[config.mk]
export PLATFORM = sky130hd
export DESIGN_NAME = branch_resolve_unit
export DESIGN_NICKNAME = d
export VERILOG_FILES = /design/src/rtl/branch_pkg.sv /design/src/rtl/branch_cond.sv /design/src/rtl/branch_resolve_unit.sv
export SDC_FILE = /design/constraint.sdc
export NUM_CORES = 1
export LEC_CHECK = 0
export BUFFER_PORTS_ARGS = -buffer_cell sky130_fd_sc_hd__buf_2
export CORE_ASPECT_RATIO = 1.4
export CORE_MARGIN = 2
export CORE_UTILIZATION = 50
export CTS_CLUSTER_SIZE = 24
export DETAILED_ROUTE_END_ITERATION = 6
export PLACE_DENSITY_LB_ADDON = 0.05
export SLEW_MARGIN = 30
export SYNTH_ARGS = -nofsm -noshare
export SYNTH_HDL_FRONTEND = slang
export SYNTH_SLANG_ARGS = --single-unit
[constraint.sdc]
create_clock -name Clk -period 2 [get_ports Clk]
set_input_delay 0.3 -clock Clk [delete_from_list [all_inputs] [get_ports Clk]]
set_output_delay 0.3 -clock Clk [all_outputs]
set_load 0.005 [all_outputs]
[src/rtl/branch_pkg.sv]
// Shared branch type codes and FSM encodings for the
// branch resolve unit and its condition decoder.
package branch_pkg;

  localparam logic [2:0] BR_NONE = 3'd0;
  localparam logic [2:0] BR_BEQ  = 3'd1;
  localparam logic [2:0] BR_BNE  = 3'd2;
  localparam logic [2:0] BR_BGTZ = 3'd3;
  localparam logic [2:0] BR_BLEZ = 3'd4;
  localparam logic [2:0] BR_BLTZ = 3'd5;
  localparam logic [2:0] BR_BGEZ = 3'd6;
  localparam logic [2:0] BR_J    = 3'd7;

  localparam logic [1:0] S_IDLE  = 2'd0;
  localparam logic [1:0] S_REDIR = 2'd1;
  localparam logic [1:0] S_FLUSH = 2'd2;

endpackage

[src/rtl/branch_cond.sv]
// Branch condition decoder: ALU flags plus branch type
// to a taken/not-taken decision.
module NotGate (
  input  logic a,
  output logic y
);
  assign y = ~a;
endmodule

module branch_cond
  import branch_pkg::*;
(
  input  logic [2:0] br_type,
  input  logic       zero,
  input  logic       neg,
  output logic       taken
);

  logic nzero;

  NotGate u_not (
    .a (zero),
    .y (nzero)
  );

  always_comb begin
    taken = 1'b0;
    unique case (1'b1)
      (br_type == BR_BEQ):  taken = zero;
      (br_type == BR_BNE):  taken = nzero;
      (br_type == BR_BGTZ): taken = nzero & ~neg;
      (br_type == BR_BLEZ): taken = zero | neg;
      (br_type == BR_BLTZ): taken = neg;
      (br_type == BR_BGEZ): taken = ~neg;
      (br_type == BR_J):    taken = 1'b1;
      default:              taken = 1'b0;
    endcase
  end

endmodule

[src/rtl/branch_resolve_unit.sv]
// EX-stage branch resolution: taken decision, PC redirect,
// flush window sequencing and branch statistics.
module branch_resolve_unit
  import branch_pkg::*;
#(
  parameter int ADDR_W       = 32,
  parameter int FLUSH_CYCLES = 2,
  parameter int CNT_W        = 16
) (
  input  logic              Clk,
  input  logic              Rst,
  input  logic              ex_valid,
  input  logic [2:0]        ex_br_type,
  input  logic              alu_zero,
  input  logic              alu_neg,
  input  logic [ADDR_W-1:0] ex_target,
  input  logic              stall,
  output logic              pc_src,
  output logic [ADDR_W-1:0] pc_target,
  output logic              flush_if_id,
  output logic              flush_id_ex,
  output logic              busy,
  output logic [CNT_W-1:0]  branch_cnt,
  output logic [CNT_W-1:0]  taken_cnt
);

  localparam int FW = (FLUSH_CYCLES > 1) ?
                      $clog2(FLUSH_CYCLES) + 1 : 1;
  localparam logic [FW-1:0] FRELOAD = FW'(FLUSH_CYCLES - 1);
  localparam logic [FW-1:0] FONE    = FW'(1);
  localparam logic [CNT_W-1:0] CMAX = {CNT_W{1'b1}};

  logic [1:0]    state;
  logic [1:0]    state_n;
  logic [FW-1:0] fcnt;
  logic [FW-1:0] fcnt_n;
  logic          taken;
  logic          accept;

  branch_cond u_cond (
    .br_type (ex_br_type),
    .zero    (alu_zero),
    .neg     (alu_neg),
    .taken   (taken)
  );

  assign accept = (state == S_IDLE) & ex_valid &
                  (ex_br_type != BR_NONE) & ~stall;

  always_comb begin
    state_n = S_IDLE;
    fcnt_n  = fcnt;
    unique case (1'b1)
      (state == S_IDLE): begin
        if (accept && taken)
          state_n = S_REDIR;
      end
      (state == S_REDIR): begin
        if (FLUSH_CYCLES > 1) begin
          state_n = S_FLUSH;
          fcnt_n  = FRELOAD;
        end
      end
      (state == S_FLUSH): begin
        if (fcnt > FONE) begin
          state_n = S_FLUSH;
          fcnt_n  = fcnt - FONE;
        end else begin
          fcnt_n  = '0;
        end
      end
      default: fcnt_n = '0;
    endcase
  end

  // Outputs are registered from the next state so they
  // line up with the state they describe.
  always_ff @(posedge Clk or negedge Rst) begin
    if (!Rst) begin
      state       <= S_IDLE;
      fcnt        <= '0;
      pc_src      <= 1'b0;
      flush_if_id <= 1'b0;
      flush_id_ex <= 1'b0;
      busy        <= 1'b0;
    end else if (!stall) begin
      state       <= state_n;
      fcnt        <= fcnt_n;
      pc_src      <= (state_n == S_REDIR);
      flush_if_id <= (state_n == S_REDIR) |
                     (state_n == S_FLUSH);
      flush_id_ex <= (state_n == S_REDIR);
      busy        <= (state_n == S_REDIR) |
                     (state_n == S_FLUSH);
    end
  end

  always_ff @(posedge Clk or negedge Rst) begin
    if (!Rst) begin
      pc_target  <= '0;
      branch_cnt <= '0;
      taken_cnt  <= '0;
    end else if (accept) begin
      if (branch_cnt != CMAX)
        branch_cnt <= branch_cnt + CNT_W'(1);
      if (taken) begin
        pc_target <= ex_target;
        if (taken_cnt != CMAX)
          taken_cnt <= taken_cnt + CNT_W'(1);
      end
    end
  end

endmodule

[Word-level counts from Yosys, hierarchy flattened]
Cells that the tools add are included.
W data, S select, Z words.
Word-level totals
  logic and storage cells: 47
  output and inout port bits: 68
  flip-flop bits (word level): 70
Cells by class
  $add $sub $neg: 3
  $lt $le $gt $ge: 1
  multiplexer cells: 6
  bitwise gates (word level): 10
  reductions and logical operators: 7
  equality and inequality tests: 13
Operators with widths (number)
  $add A16 B1 Y16 const B: 2
  $ne A16 B16 Y1 const B: 2
  $eq A3 B3 Y1 const B: 4
  $pmux W2 S3: 2
  $pmux W1 S7: 1
  $eq A3 B2 Y1 const B: 2
  $reduce_and A2 Y1: 3
  $and A1 B1 Y1: 4
  $eq A2 B1 Y1 const B: 2
  $eq A2 B2 Y1 const B: 2
  $mux W2: 2
  $not A1 Y1: 4
  $eq A3 B1 Y1 const B: 1
  $reduce_and A3 Y1: 1
  $reduce_bool A3 Y1: 1
  $gt A2 B1 Y1 const B: 1
  $logic_not A2 Y1: 1
  $or A1 B1 Y1: 2
  $sub A2 B1 Y2 const B: 1
  $logic_and A1 B1 Y1: 1
  $mux W1: 1

[Depth between registers and ports, before layout]
  depth in word-level cells: 9
  gate-level depth with buffers: 8
  gate-level depth less buffers: 7

[By module]
From an unflattened synthesis, not the netlist that was laid out.
Unflattened totals
  cells, all modules: 257
  area, all modules: 3183.1 µm²
By module, submodules not included
  branch_resolve_unit: area each 3130.5 µm², sequential area each 1751.7 µm², instances 1, cells each 249
  branch_cond: area each 48.8 µm², sequential area each 0.0 µm², instances 1, cells each 7
  NotGate: area each 3.8 µm², sequential area each 0.0 µm², instances 1, cells each 1

[Worst setup path before layout]
Ideal clock, no wire load.
  path type: flip-flop to flip-flop
  from: reg state[0]
  to: reg taken_cnt[1]
  stages on the path, launching flop included: 8
  required time: 1875 ps
  setup slack: 170 ps
  arrival: 1705 ps
  setup time: 125 ps
  path buffers: 0
  path through: dfrtp_1 -> inv_1 -> ha_1 -> nand3b_4 -> nand2b_4 -> nor2_1 -> nand2_2 -> mux2_2
On the way
  cells in the longest elaborated chain, start to end: 5
RTL lines
  from (decl): RTL line branch_resolve_unit.sv:33  | logic [1:0] state;
  from (signal assigned): RTL line branch_resolve_unit.sv:87  | state <= state_n;
  $logic_not A2 Y1: RTL line branch_resolve_unit.sv:47  | assign accept = (state == S_IDLE) & ex_valid &
  $and A1 B1 Y1 (2 in series): RTL line branch_resolve_unit.sv:47
  $and A1 B1 Y1: RTL line branch_resolve_unit.sv:48  | (ex_br_type != BR_NONE) & ~stall;
  $reduce_and A3 Y1 (no source line)
  to (signal assigned): RTL line branch_resolve_unit.sv:109  | taken_cnt <= taken_cnt + CNT_W'(1);
  to (decl): RTL line branch_resolve_unit.sv:24  | output logic [CNT_W-1:0] taken_cnt
No other way between the ends.
A chain may end at the register's enable or synchronous reset.

[Worst setup path in the final report]
  from: reg state[1]
  to: reg taken_cnt[9]
The elaborated chain is that of the path after synthesis.

==> results by group <==
Clocking
  • Setup Buffers After CTS: 0
  • CTS H-Tree Depth: 3
  • Clock Tree Buf Depth: 2
  • TritonCTS clock tree: built
  • Root buffer cell: clkbuf_8
  • Total CTS buffers: 9
  • Clock Latency Late Sink: around 0.35 ns
  • Worst-path clk slew: ~0.09 ns
  • Total clock sinks: 70

Logic synthesis
  • Ys flop type: dfrtp_1
  • Cells after synthesis: 250
  • Yosys warning count: 0
  • Distinct cells, synth: 47
  • Cell Area, Synth: about 0.0033 mm2
  • Yosys reg bits: 70
  • Post-synthesis sequential area ratio: around 53%
  • Synth Area per Inst: ~13 um2
  • Ys async rst share: 100%
  • Post-synth EDFFs: 0
  • Syn Nets: 297

Power
  • Peak VDD IR: around 0.66 mV
  • Power share of the sequential group: between 40% and 50%
  • Pwr per Cell Area: about 1100 mW/mm2
  • Gate power share: roughly 28%
  • Net Sw Frac: around 28%
  • Clock power frac: ~28%
  • Internal power component: between 3 and 4 mW
  • Psw: roughly 1.3 mW
  • Leak: 2.15 nW

Worst setup path
  • CP Capture Type: flip-flop
  • Crit path buffers/inverters: 1
  • Top Family by Delay on Critical Path: simple AND/OR/NAND/NOR gates
  • Worst EP required: approximately 2.3 ns
  • CP arrival: 2.16 ns
  • R2r endpoint: taken_cnt[9]
  • FF-to-FF path depth: 7
  • Critical path class: reg2reg
  • Worst-path fanout max: 5
  • CP peak stage delay: approximately 0.44 ns
  • CP max stage cell: or3_4
  • R2r startpoint: state[1]
  • Critical-path cell list: inv_1 -> ha_2 -> nand3b_4 -> nand2b_4 -> or3_4 -> nor3_1 -> xor2_1
  • Startpoint Class: flip-flop
  • Worst R2R Setup Slack: approximately 0.11 ns

Global routing
  • Initial antenna violation count: 0
  • Largest net degree at the start of global routing: about 70
  • First-pass GRT wire length: between 10 and 15 mm
  • Vias in the first global route: approximately 2300
  • Total grt overflow: 0
  • Total GRT Usage: between 20% and 30%

Finish
  • Antenna cells: 0
  • Register area: around 0.0018 mm2
  • Layout Nets: between 400 and 500
  • Area of the multi-input gates: approximately 0.0015 mm2
  • Fraction of layout cells with a size suffix above 1: a little under 50%
  • Fill count: 520
  • Finished Layout Cells: 460
  • Synth-to-Final Area Change: 28.8%

Status
  • Status: finished clean

Route
  • TritonRoute pass-1 iters: 4
  • Routed WL: a little under 7 mm
  • ANT nets after route: 0
  • Via Count: 2443
  • Post-DR vias/cell: around 5.3
  • Routed WL per cell: roughly 15 um
  • DR iter-0 viols: 64
  • # DRC: 0

Place
  • Post-DP HPWL: about 5.0 mm
  • Dpl cells: approximately 440
  • I/O Buffers: around 110
  • Routability-driven placement congestion ratio: 0.840

Run
  • Max-cap violations: 0

Worst hold path
  • Worst Min Path Start: ex_target[13]
  • Hold/Removal Path Class: in2reg
  • Worst Hold End: pc_target[13]
  • Hold depth: 2

Timing
  • Slew Viols, Final: 0
  • Min cycle time layout: ~1.9 ns
  • RSZ-0062 raised after global routing: false
  • Clk_skew: about 0.0086 ns
  • Worst slew margin: roughly three fifths
  • Worst Max-Slew Pin Slew: approximately 0.57 ns
  • Final worst path period share: 94.5%
  • Fmax achieved: about 530 MHz
  • Setup TNS: 0 ns
  • Hold_ws: between 0.15 and 0.2 ns
  • Final hold viol count: 0
  • Final setup viols: 0

Floorplan
  • Core ar.: 0.00653 mm2
  • Chip height: about 100 um
  • Starting Density: between 50% and 60%
  • # rows: 35
  • Die width: between 70 and 80 um
  • # IOs: 109
  • Die area: 0.00732 mm2
==> final cells by class <==
type	instances	area share [%]
Tap cell	74	2.17
Sequential cell	70	41.0
Inverter	4	0.351
Multi-Input combinational cell	169	34.4
Clock buffer	9	2.90
Clock inverter	7	2.31
Timing Repair Buffer	127	16.9
==> synth_stat cells (all sizes together) (3+ instances only) <==
cell / count / area, um2
a21oi: 3 / 18.8
and2: 3 / 18.8
and3: 3 / 18.8
buf: 7 / 91.3
dfrtp: 70 / 1750
ha: 6 / 75.1
inv: 4 / 15.0
mux2: 35 / 499
nand2: 14 / 55.1
nand3: 11 / 55.1
nand4: 14 / 87.6
nor2: 15 / 72.6
nor3: 7 / 40.0
nor4: 4 / 31.3
o21ai: 4 / 23.8
xnor2: 19 / 166
xor2: 8 / 70.1
==> layout by cell type (no fill, tap or decap), types with 2 or more instances in the layout <==
cell / n
xor2_1: 8
o21ai_0: 3
clkbuf_8: 9
bufinv_16: 2
nor3_2: 2
dfrtp_1: 70
a311oi_1: 2
nor2_1: 14
xnor2_1: 19
a21oi_1: 2
buf_12: 3
buf_2: 108
mux2_2: 7
nand4_1: 14
and2_1: 3
nor3_1: 5
ha_1: 5
and3b_1: 2
nand2_1: 13
nor4_1: 3
clkinvlp_4: 4
and3_1: 3
buf_4: 15
mux2_4: 28
a31oi_1: 2
inv_1: 4
nand3_1: 11
==> worst max-delay path by stage <==
stage / startpoint / endpoint / cells past startpoint
floorplan: state[0] / taken_cnt[1] / 7
global placement: ex_br_type[1] / pc_target[2] / 7
detailed placement: state[0] / taken_cnt[9] / 7
CTS: state[1] / taken_cnt[9] / 7
global route: state[0] / taken_cnt[11] / 7
finish: state[1] / taken_cnt[9] / 7
==> repair_timing <==
action	in CTS	in global routing
hold buffers	1	0
gates resized for setup	0	3
endpoints found under the setup margin	0	6
hold endpoints to repair	70	0
==> cells by family (layout without fill, tap and decap cells) <==
family                     count (synthesis)  count (layout)  synth area share [%]
AOI/OAI and AO/OA                         18              18                  4.60
DFF                                       70              70                  52.8
xor gates and xnor gates                  27              27                  7.12
buffers and inverters                     11             147                  3.20
adders and majority gates                  6               6                  2.26
and+or+nand+nor                           82              82                  14.7
muxes                                     36              36                  15.3
==> layer usage <==
metal	GRT usage [%]	routed length, um	vias up
li1	-	-	1158
met1	25.5	2900	1196
met2	32.7	3480	77
met3	3.51	333	12
met4	10.3	138	0
met5	0	0	-
==> registers in the layout, summed over array words and instances (netlist names) <==
signal,flops
branch_cnt,16
state,2
fcnt,2
flush_id_ex,1
busy,1
taken_cnt,16
pc_target,32
==> per-stage QoR <==
step	worst slack (ns)	power, mW	area, um2	utilization, %
after floorplan	0.170	2.70	3320	-
after global placement	0.144	3.27	4030	61.8
after detailed placement	0.0967	3.30	4030	61.8
after CTS	0.0637	4.57	4270	65.4
after global routing	0.00955	4.78	4270	65.5
final	0.110	4.52	4270	65.5
==> power by group through the flow <==
| stage | combinational [mW] | clock [mW] | sequential, mW |
|---|---|---|---|
| 5_1_grt | 1.38 | 1.35 | 2.05 |
| 3_3_place_gp | 1.26 | 0 | 2.02 |
| 4_1_cts | 1.28 | 1.29 | 2.01 |
| 6_report | 1.26 | 1.26 | 2.01 |
| 3_5_place_dp | 1.27 | 0 | 2.03 |
| 2_1_floorplan | 0.626 | 0 | 2.08 |
Power figures use the tool's default switching activity.
